===== config.mk =====
export PLATFORM = sky130hd
export DESIGN_NAME = alu_cmd_sequencer
export DESIGN_NICKNAME = d
export VERILOG_FILES = /design/src/rtl/alu_cmd_sequencer.sv
export SDC_FILE = /design/constraint.sdc
export NUM_CORES = 1
export LEC_CHECK = 0
export CORE_MARGIN = 1
export CORE_UTILIZATION = 45
export CTS_BUF_LIST = sky130_fd_sc_hd__clkbuf_8
export CTS_CLUSTER_SIZE = 40
export DETAILED_ROUTE_END_ITERATION = 10
export MAX_ROUTING_LAYER = met4
export PLACE_DENSITY = 0.65
export SLEW_MARGIN = 20
export SYNTH_ARGS = -nofsm -noshare
export SYNTH_HDL_FRONTEND = slang
export SYNTH_SLANG_ARGS = --single-unit

===== constraint.sdc =====
create_clock -name clk -period 2.9 [get_ports clk]
set_input_delay 0.58 -clock clk [delete_from_list [all_inputs] [get_ports clk]]
set_output_delay 0.58 -clock clk [all_outputs]
set_load 0.05 [all_outputs]

===== src/rtl/alu_cmd_sequencer.sv =====
// -----------------------------------------------------------------------------
// alu_cmd_sequencer
// Multi-cycle command front end for the 16-bit combinational ALU. The block holds
// a small register file and accepts register-to-register ALU commands over a
// valid/ready handshake. For each command it drives the ALU with the operands,
// captures the result and flags, writes the result back to the destination
// register, and returns the result on a valid/ready response channel.
//
// Command flow: IDLE -> DRIVE -> CAPT -> RESP -> IDLE (at most one command per
// four cycles).
//
// Ports:
//   clk, rst_n            clock, synchronous active-low reset
//   cmd_valid/cmd_ready   command handshake
//   cmd_opc/rd/ra/rb/cin  ALU opcode, destination, operand registers, carry-in
//   ld_en/ld_addr/ld_data host register load, allowed in any state
//   alu_inA/inB/inC/opc   operands and opcode presented to the ALU
//   alu_outW/zer/neg      ALU result and flags
//   rsp_valid/rsp_ready   response handshake
//   rsp_data/zer/neg      captured result and flags, held after the handshake
//   busy                  high whenever a command is in flight
// -----------------------------------------------------------------------------
module alu_cmd_sequencer #(
   parameter  int W    = 16,
   parameter  int NREG = 8,
   localparam int AW   = $clog2(NREG)
) (
   input  logic          clk,
   input  logic          rst_n,
   input  logic          cmd_valid,
   output logic          cmd_ready,
   input  logic [2:0]    cmd_opc,
   input  logic [AW-1:0] cmd_rd,
   input  logic [AW-1:0] cmd_ra,
   input  logic [AW-1:0] cmd_rb,
   input  logic          cmd_cin,
   input  logic          ld_en,
   input  logic [AW-1:0] ld_addr,
   input  logic [W-1:0]  ld_data,
   output logic [W-1:0]  alu_inA,
   output logic [W-1:0]  alu_inB,
   output logic          alu_inC,
   output logic [2:0]    alu_opc,
   input  logic [W-1:0]  alu_outW,
   input  logic          alu_zer,
   input  logic          alu_neg,
   output logic          rsp_valid,
   input  logic          rsp_ready,
   output logic [W-1:0]  rsp_data,
   output logic          rsp_zer,
   output logic          rsp_neg,
   output logic          busy
);

   typedef enum logic [1:0] {
      S_IDLE,
      S_DRIVE,
      S_CAPT,
      S_RESP
   } state_t;

   // Only the add-with-carry opcode consumes the carry-in.
   localparam logic [2:0] OPC_ADDC = 3'd2;

   state_t          state_q;
   logic [W-1:0]    rf_q [NREG];
   logic [W-1:0]    ina_q;
   logic [W-1:0]    inb_q;
   logic            inc_q;
   logic [2:0]      opc_q;
   logic [AW-1:0]   rd_q;
   logic            rsp_valid_q;
   logic [W-1:0]    rsp_data_q;
   logic            rsp_zer_q;
   logic            rsp_neg_q;

   always_ff @(posedge clk) begin
      if (!rst_n) begin
         // NOTE: the register file is built from flops and is deliberately
         // cleared by reset; the host relies on all registers reading zero.
         for (int i = 0; i < NREG; i++) begin
            rf_q[i] <= '0;
         end
         state_q     <= S_IDLE;
         ina_q       <= '0;
         inb_q       <= '0;
         inc_q       <= 1'b0;
         opc_q       <= '0;
         rd_q        <= '0;
         rsp_valid_q <= 1'b0;
         rsp_data_q  <= '0;
         rsp_zer_q   <= 1'b0;
         rsp_neg_q   <= 1'b0;
      end else begin
         // Host load first: a CAPT writeback to the same register later in this
         // block overrides it.
         // NOTE: with non-blocking assignments the last one to the same
         // element in a block wins, which gives writeback priority here.
         if (ld_en) begin
            rf_q[ld_addr] <= ld_data;
         end

         case (state_q)
            S_IDLE: begin
               if (cmd_valid) begin
                  // Operands are sampled from the pre-load register contents,
                  // so a load in the accept cycle is not seen by this command.
                  ina_q   <= rf_q[cmd_ra];
                  inb_q   <= rf_q[cmd_rb];
                  opc_q   <= cmd_opc;
                  inc_q   <= (cmd_opc == OPC_ADDC) ? cmd_cin : 1'b0;
                  rd_q    <= cmd_rd;
                  state_q <= S_DRIVE;
               end
            end
            S_DRIVE: begin
               // ALU inputs have been stable for a full cycle; let it settle.
               state_q <= S_CAPT;
            end
            S_CAPT: begin
               rsp_data_q  <= alu_outW;
               rsp_zer_q   <= alu_zer;
               rsp_neg_q   <= alu_neg;
               rf_q[rd_q]  <= alu_outW;
               rsp_valid_q <= 1'b1;
               state_q     <= S_RESP;
            end
            S_RESP: begin
               if (rsp_ready) begin
                  rsp_valid_q <= 1'b0;
                  state_q     <= S_IDLE;
               end
            end
            default: begin
               state_q <= S_IDLE;
            end
         endcase
      end
   end

   assign cmd_ready = (state_q == S_IDLE);
   assign busy      = (state_q != S_IDLE);
   assign alu_inA   = ina_q;
   assign alu_inB   = inb_q;
   assign alu_inC   = inc_q;
   assign alu_opc   = opc_q;
   assign rsp_valid = rsp_valid_q;
   assign rsp_data  = rsp_data_q;
   assign rsp_zer   = rsp_zer_q;
   assign rsp_neg   = rsp_neg_q;

endmodule


==> results.ini, run 1 <==
[sta]
tightest_slew_ns = 0.689
worst_hold_slack_ns = 0.478
finalMaxSlewViolations = 0
setup_violations = 0
maxSlewHeadroom_pct = 54.1
rsz0062_at_grt = no
fmax_mhz = 368
finalCritPeriodShare_pct = 93.7
hold_viol_final = 0
tns_ns = 0
skew_ns = 0.0187
fin_crit_ns = 2.72

[yosys]
synth.area.top_cells = edfxtp_1 (40%), mux2i_1 (15%), dfxtp_1 (12%)
synth.top_cell.area_share_pct = 39.6
async_flop_share_pct = 0
synth_compound_area_share_pct = 20.5
synthAdderAreaFrac_pct = 0.515
yosysUniqueCellTypes = 35
yosys_warnings = 0
syn-num-nets = 887
synth_top_family_by_area = compound AO/OA/AOI/OAI gates
ys_seq_elements = 188
synth.area.mux_share_pct = 15.1
synth-edff-count = 128
synth_area_leader_cell = edfxtp_1
synthSimpleGateAreaFrac_pct = 7.34
synth-xor-area-share_pct = 0
synth_ff_type = edfxtp_1
synth.avg_cell_area_sq_um = 11.7
postSynthCellCount = 828
synth-seq-area-share_pct = 51.9
synth_area_sq_mm = 0.00971

[power]
leakage_nw = 4.37
p_per_area_mw_per_mm2 = 663
ir_worst_vdd_mv = 0.657

[cells_and_area]
regArea_sq_mm = 0.00504
syn_to_final_growth_pct = 18.2
diodes = 0
fill_cells = 1776
fin_area_sq_mm = 0.0115
nNetsFinal = 959
finalNonFillerCells = 1188
drive_above_1_share_pct = 9.86
multiInputGateArea_sq_mm = 0.00423

[route]
vias = 7154
antenna_left = 0
wl_mm = 25.8
dr.pass1.iters = 6
drc = 0
post_drt_wl_per_cell_um = 21.8
drtIter0Drc = 509
via_per_inst = 6.02

[grt]
busiest_layer = met2
grt_pass1_wl_mm = 40.0
grt_pass1_vias = 6917
antenna_found_initial = 0
grt_use_total_pct = 24.4
grtUsageMet2_pct = 36.1
grt_max_degree = 40
gr-total-overflow = 0
use_met1_pct = 35.0
grt_use_met3_pct = 3.09

[clock_network]
clkLatencyLatePin_ns = 0.48
cts_max_level = 4
post-cts-setup-buffers = 0
cts_tree = built
cts_buffers = 17
hold_buffers = 0
clock-sinks = 188
cts_buffer_depth = 2
clockRootBuffer = clkbuf_8
post_cts_resize_count = 0
clkTransAtPathRegs_ns = 0.11

[floorplanning]
die_height_um = 149
io_pins = 112
die_area_sq_mm = 0.0222
core-area_sq_mm = 0.0211
rows = 53
start_util_pct = 46.1
fp.dieW_um = 149

[worst_setup_path]
r2r_start = state_q[0]
worstSetupStartpointType = flip-flop
cp-end-kind = output port
timing.critical_path.required_ns = 2.32
reg2reg_depth = 6
r2r_setup_slack_ns = 0.72
arrival_ns = 2.14
cp_max_fo = 4
crit_type = reg -> out
r2r-end = rf_q[1][8]

[worst_hold_path]
hold_path.class = reg -> reg
hold_depth = 2
worst_hold_path.endpoint = alu_inC
min_from = alu_inC

[flow_run]
cap_violations = 0

[placed_design]
dp.cells = 1156
dp.final_hpwl_mm = 19.2
io_buffers = 111
finalWeightedCongestion = 0.835
place_area_sq_mm = 0.0110

[run_status]
outcome = finished clean

worst max-delay path, cell delays in order (launching register included):
cell and delay, ns:
dfxtp_1 0.41, inv_1 0.10, ha_1 0.24, inv_1 0.10
clkdlybuf4s50_1 0.81
layout make-up:
type	count	share of cell area, %
Sequential cell	188	44.0
Multi-Input combinational cell	539	36.9
Timing Repair Buffer	148	12.2
Tap cell	275	3.00
Clock buffer	17	2.04
Clock inverter	15	1.72
Inverter	6	0.196
stage by stage:
stage	setup WS [ns]	total power [W]	util, %
detailed placement	0.483	0.00575	52.4
floorplan	0.634	0.00498	-
global placement	0.509	0.00569	52.4
CTS	0.182	0.00765	54.4
global route	0.100	0.00791	54.4
finish	0.184	0.00761	54.4
where the power goes:
| part | total, W | switching (W) | leakage, nW | internal [W] |
|---|---|---|---|---|
| registers | 0.00337 | 0.000180 | 1.81 | 0.00319 |
| clock network | 0.00191 | 0.00102 | 0.224 | 0.000887 |
| logic | 0.00234 | 0.00153 | 2.33 | 0.000805 |
placed cells by master (no fill, tap or decap), drive strengths merged:
master	instances
buf	40
or4	1
nor3	3
edfxtp	128
and2	3
bufinv	3
nor2b	25
a21boi	7
clkinv	1
nand2b	1
o22ai	1
a22oi	65
nand3b	9
a211oi	1
nor2	49
nand3	2
ha	4
nand4	3
or3	3
clkdlybuf4s50	108
dfxtp	60
inv	17
nand2	21
a22o	128
nor3b	1
a21oi	32
or3b	1
mux2i	147
clkbuf	17
o21ai	32
Yosys cell counts (3+ instances only):
master,n
a21oi_1,32
nor2_1,35
buf_1,26
nand3b_1,9
a22o_1,128
buf_2,26
nand2_1,20
edfxtp_1,128
buf_4,5
and2_1,3
clkbuf_1,37
o21ai_0,32
ha_1,4
nor2_4,5
dfxtp_1,60
a22oi_1,65
inv_1,6
mux2i_1,147
a21boi_0,7
nand4_1,3
nor2_2,7
nor2b_1,25
or3_1,3
sequential cells by signal, indices dropped and copies added, names as in the netlist:
name	count
alu_inA	16
alu_inB	16
alu_inC	1
alu_opc	3
rd_q	3
rf_q	128
rsp_data	16
rsp_neg	1
rsp_valid	1
rsp_zer	1
state_q	2
worst max-delay path by stage:
stage	cells after the start	slack (ns)	startpoint	end
2_1_floorplan	6	0.63	state_q[0]	rf_q[5][0]
3_3_place_gp	5	0.51	ld_addr[1]	rf_q[2][8]
3_5_place_dp	5	0.48	ld_en	rf_q[2][7]
4_1_cts	4	0.18	state_q[1]	busy
5_1_grt	4	0.10	state_q[1]	busy
6_report	4	0.18	state_q[1]	busy
per-layer routing:
layer	vias up	part of all wire, %
met5	-	0
met4	0	1.2
met3	25	6.2
met2	307	43
met1	3496	49
li1	3326	-
cell families (layout without fill, tap and decap cells):
| kind of cell | count (synthesis) | after routing |
|---|---|---|
| and+or+nand+nor | 122 | 122 |
| DFF | 188 | 188 |
| adders and majority gates | 4 | 4 |
| buffers and inverters | 101 | 186 |
| muxes | 147 | 147 |
| AOI/OAI and AO/OA | 266 | 266 |
No activity file was read; power rests on OpenSTA's default activity.
==> run 2, diff against run 1 <==
--- a/config.mk
+++ b/config.mk
@@ -5,13 +5,13 @@
 export SDC_FILE = /design/constraint.sdc
 export NUM_CORES = 1
 export LEC_CHECK = 0
-export CORE_MARGIN = 1
 export CORE_UTILIZATION = 45
 export CTS_BUF_LIST = sky130_fd_sc_hd__clkbuf_8
 export CTS_CLUSTER_SIZE = 40
 export DETAILED_ROUTE_END_ITERATION = 10
 export MAX_ROUTING_LAYER = met4
-export PLACE_DENSITY = 0.65
+export PLACE_DENSITY = 0.71
+export REMOVE_ABC_BUFFERS = 1
 export SLEW_MARGIN = 20
 export SYNTH_ARGS = -nofsm -noshare
 export SYNTH_HDL_FRONTEND = slang
==> results.ini, run 2 (synthesized netlist as in run 1, its figures left out) <==
[run_status]
outcome = finished clean

[floorplanning]
die_height_um = 149  ; unchanged
rows = 53  ; unchanged
die_area_sq_mm = 0.0222  ; unchanged
io_pins = 112  ; unchanged
core-area_sq_mm = 0.0211  ; unchanged
fp.dieW_um = 149  ; unchanged
start_util_pct = 46.1  ; unchanged

[worst_hold_path]
min_from = alu_opc[2]
hold_path.class = reg -> reg

[sta]
tns_ns = 0  ; unchanged
hold_viol_final = 0  ; unchanged
tightest_slew_ns = 0.541  ; -0.148 ns
fin_crit_ns = 2.62  ; -0.0937 ns
maxSlewHeadroom_pct = 63.8  ; +9.7 points
worst_hold_slack_ns = 0.468  ; -0.0103 ns
setup_violations = 0  ; unchanged
finalMaxSlewViolations = 0  ; unchanged
skew_ns = 0.0130  ; -0.00578 ns
rsz0062_at_grt = no
fmax_mhz = 381  ; +3.6%
finalCritPeriodShare_pct = 90.4  ; -3.2 points

[worst_setup_path]
cp-end-kind = output port
cp_cell_sequence = inv_1 > ha_1 > inv_1 > clkdlybuf4s50_1
crit_type = reg -> out
timing.critical_path.required_ns = 2.32  ; about the same
cpMaxStageDelayCell = clkdlybuf4s50_1
cp_max_fo = 4  ; unchanged
arrival_ns = 2.04  ; -0.10 ns
cpMostUsedCell = inv_1
worstSetupStartpointType = flip-flop
cp_slowest_stage_delay_ns = 0.80  ; about the same
r2r_start = state_q[0]
startpoint = state_q[1]

[cells_and_area]
finalNonFillerCells = 1200  ; +1.0%
largest_reg_flops = 128  ; unchanged
regMostFlops = rf_q
diodes = 0  ; unchanged
post-route-util_pct = 54.8  ; +0.39 points
final_cell_mix = mux2i_1 (147), a22o_1 (128), edfxtp_1 (128), clkdlybuf4s50_1 (108), a22oi_1 (65)
final_common_cell = mux2i_1
drive_above_1_share_pct = 10.6  ; +0.74 points
syn_to_final_growth_pct = 19.0
nNetsFinal = 972  ; +1.4%
fill_cells = 1820  ; +2.5%

[power]
leakage_nw = 4.44  ; +1.6%
p_int_w = 0.00492  ; +0.74%
p_seq_share_pct = 44.5  ; +0.3 points
power_frac_clock_pct = 23.7  ; -1.4 points
power.total_w = 0.00752  ; -1.2%
p_switching_w = 0.00261  ; -4.6%
netSwitchingFraction_pct = 34.7  ; -1.2 points
p_per_area_mw_per_mm2 = 651  ; -1.9%
ir_worst_vdd_mv = 0.844  ; +28%
combPwrFrac_pct = 31.8  ; +1.1 points

[route]
vias = 7411  ; +3.6%
drtIter0Drc = 778  ; +53%
wl_met1_mm = 11.7  ; -7.5%
post_drt_wl_per_cell_um = 22.5  ; +3.4%
wl_met2_mm = 12.3  ; +9.2%
highest_layer = met4
wl_met3_mm = 2.57  ; +59%
wl_mm = 27.0  ; +4.4%
dr.pass1.iters = 5  ; -1
via_per_inst = 6.18  ; +2.6%
drc = 0  ; unchanged
antenna_left = 0  ; unchanged

[grt]
grt_pass1_vias = 7111  ; +2.8%
gr-total-overflow = 0  ; unchanged
grt_pass1_wl_mm = 40.7  ; +1.9%
antenna_found_initial = 0  ; unchanged
grt_max_degree = 40  ; unchanged
grt_use_total_pct = 25.5  ; +1.1 points

[clock_network]
cts_max_level = 4  ; unchanged
cts_buffers = 17  ; unchanged
clkTransAtPathRegs_ns = 0.09  ; -0.02 ns
hold_buffers = 0  ; unchanged
clkLatencyLatePin_ns = 0.46  ; -0.02 ns
cts_buffer_depth = 2  ; unchanged
clockRootBuffer = clkbuf_8
clock-sinks = 188  ; unchanged
post-cts-setup-buffers = 0  ; unchanged
post_cts_resize_count = 0  ; unchanged
cts_tree = built

[placed_design]
dp.final_hpwl_mm = 17.5  ; -8.8%
io_buffers = 111  ; unchanged
finalWeightedCongestion = 0.834  ; -0.11%
dp.cells = 1169  ; +1.1%

[flow_run]
cap_violations = 0  ; unchanged

## run 2: cell types whose count changed in the layout (fill, tap and decap cells not counted), moves of 3 or more
cell      change
clkbuf_8      +3
buf_4        +12
inv_6         -5
inv_1         +4
clkinv_2      +3
inv_4         -4
## run 2: cell type report
cell class / count / area, sq um / share of cell area, %
timing repair buffer: 161 / 1510 / 13.1
tap: 275 / 344 / 2.98
clock buffer: 20 / 275 / 2.38
sequential: 188 / 5040 / 43.6
inverter: 6 / 22.5 / 0.195
multi-input combinational: 539 / 4230 / 36.6
clock inverter: 11 / 129 / 1.11
## run 2: power by group through the flow
stage	Combinational, W	Clock (W)	Sequential [W]
finish	0.00239	0.00178	0.00335
global route	0.00254	0.00191	0.00339
CTS	0.00239	0.00182	0.00335
detailed placement	0.00238	0	0.00341
global placement	0.00236	0	0.00339
floorplan	0.000852	0	0.00399
## run 2: layer usage
| layer | vias to the layer above | track usage, % |
|---|---|---|
| met4 | 0 | 7.04 |
| met1 | 3648 | 35.3 |
| met2 | 378 | 38.2 |
| li1 | 3348 | - |
| met5 | - | - |
| met3 | 37 | 4.77 |
## run 2: worst paths after layout
| kind | to | slack, ns | cells past startpoint |
|---|---|---|---|
| worst min register to register | alu_opc[2] | 0.47 | 2 |
| worst max-delay path | busy | 0.28 | 4 |
| worst min-delay path | alu_opc[2] | 0.47 | 2 |
| worst max register to register | rf_q[6][2] | 0.57 | 7 |
## run 2: through the flow
step | setup slack, ns | instance area, sq um
after floorplan | -0.159 | 9300
after global placement | 0.521 | 11200
after detailed placement | 0.463 | 11200
after CTS | 0.253 | 11600
after global routing | 0.179 | 11600
final | 0.278 | 11600
## run 2: worst max-delay path, delay by kind of cell (launching register included)
kind / cells / cell delay, ns
buffers and inverters: 3 / 0.96
adder cells (fa/ha/maj): 1 / 0.22
flip-flops: 1 / 0.40
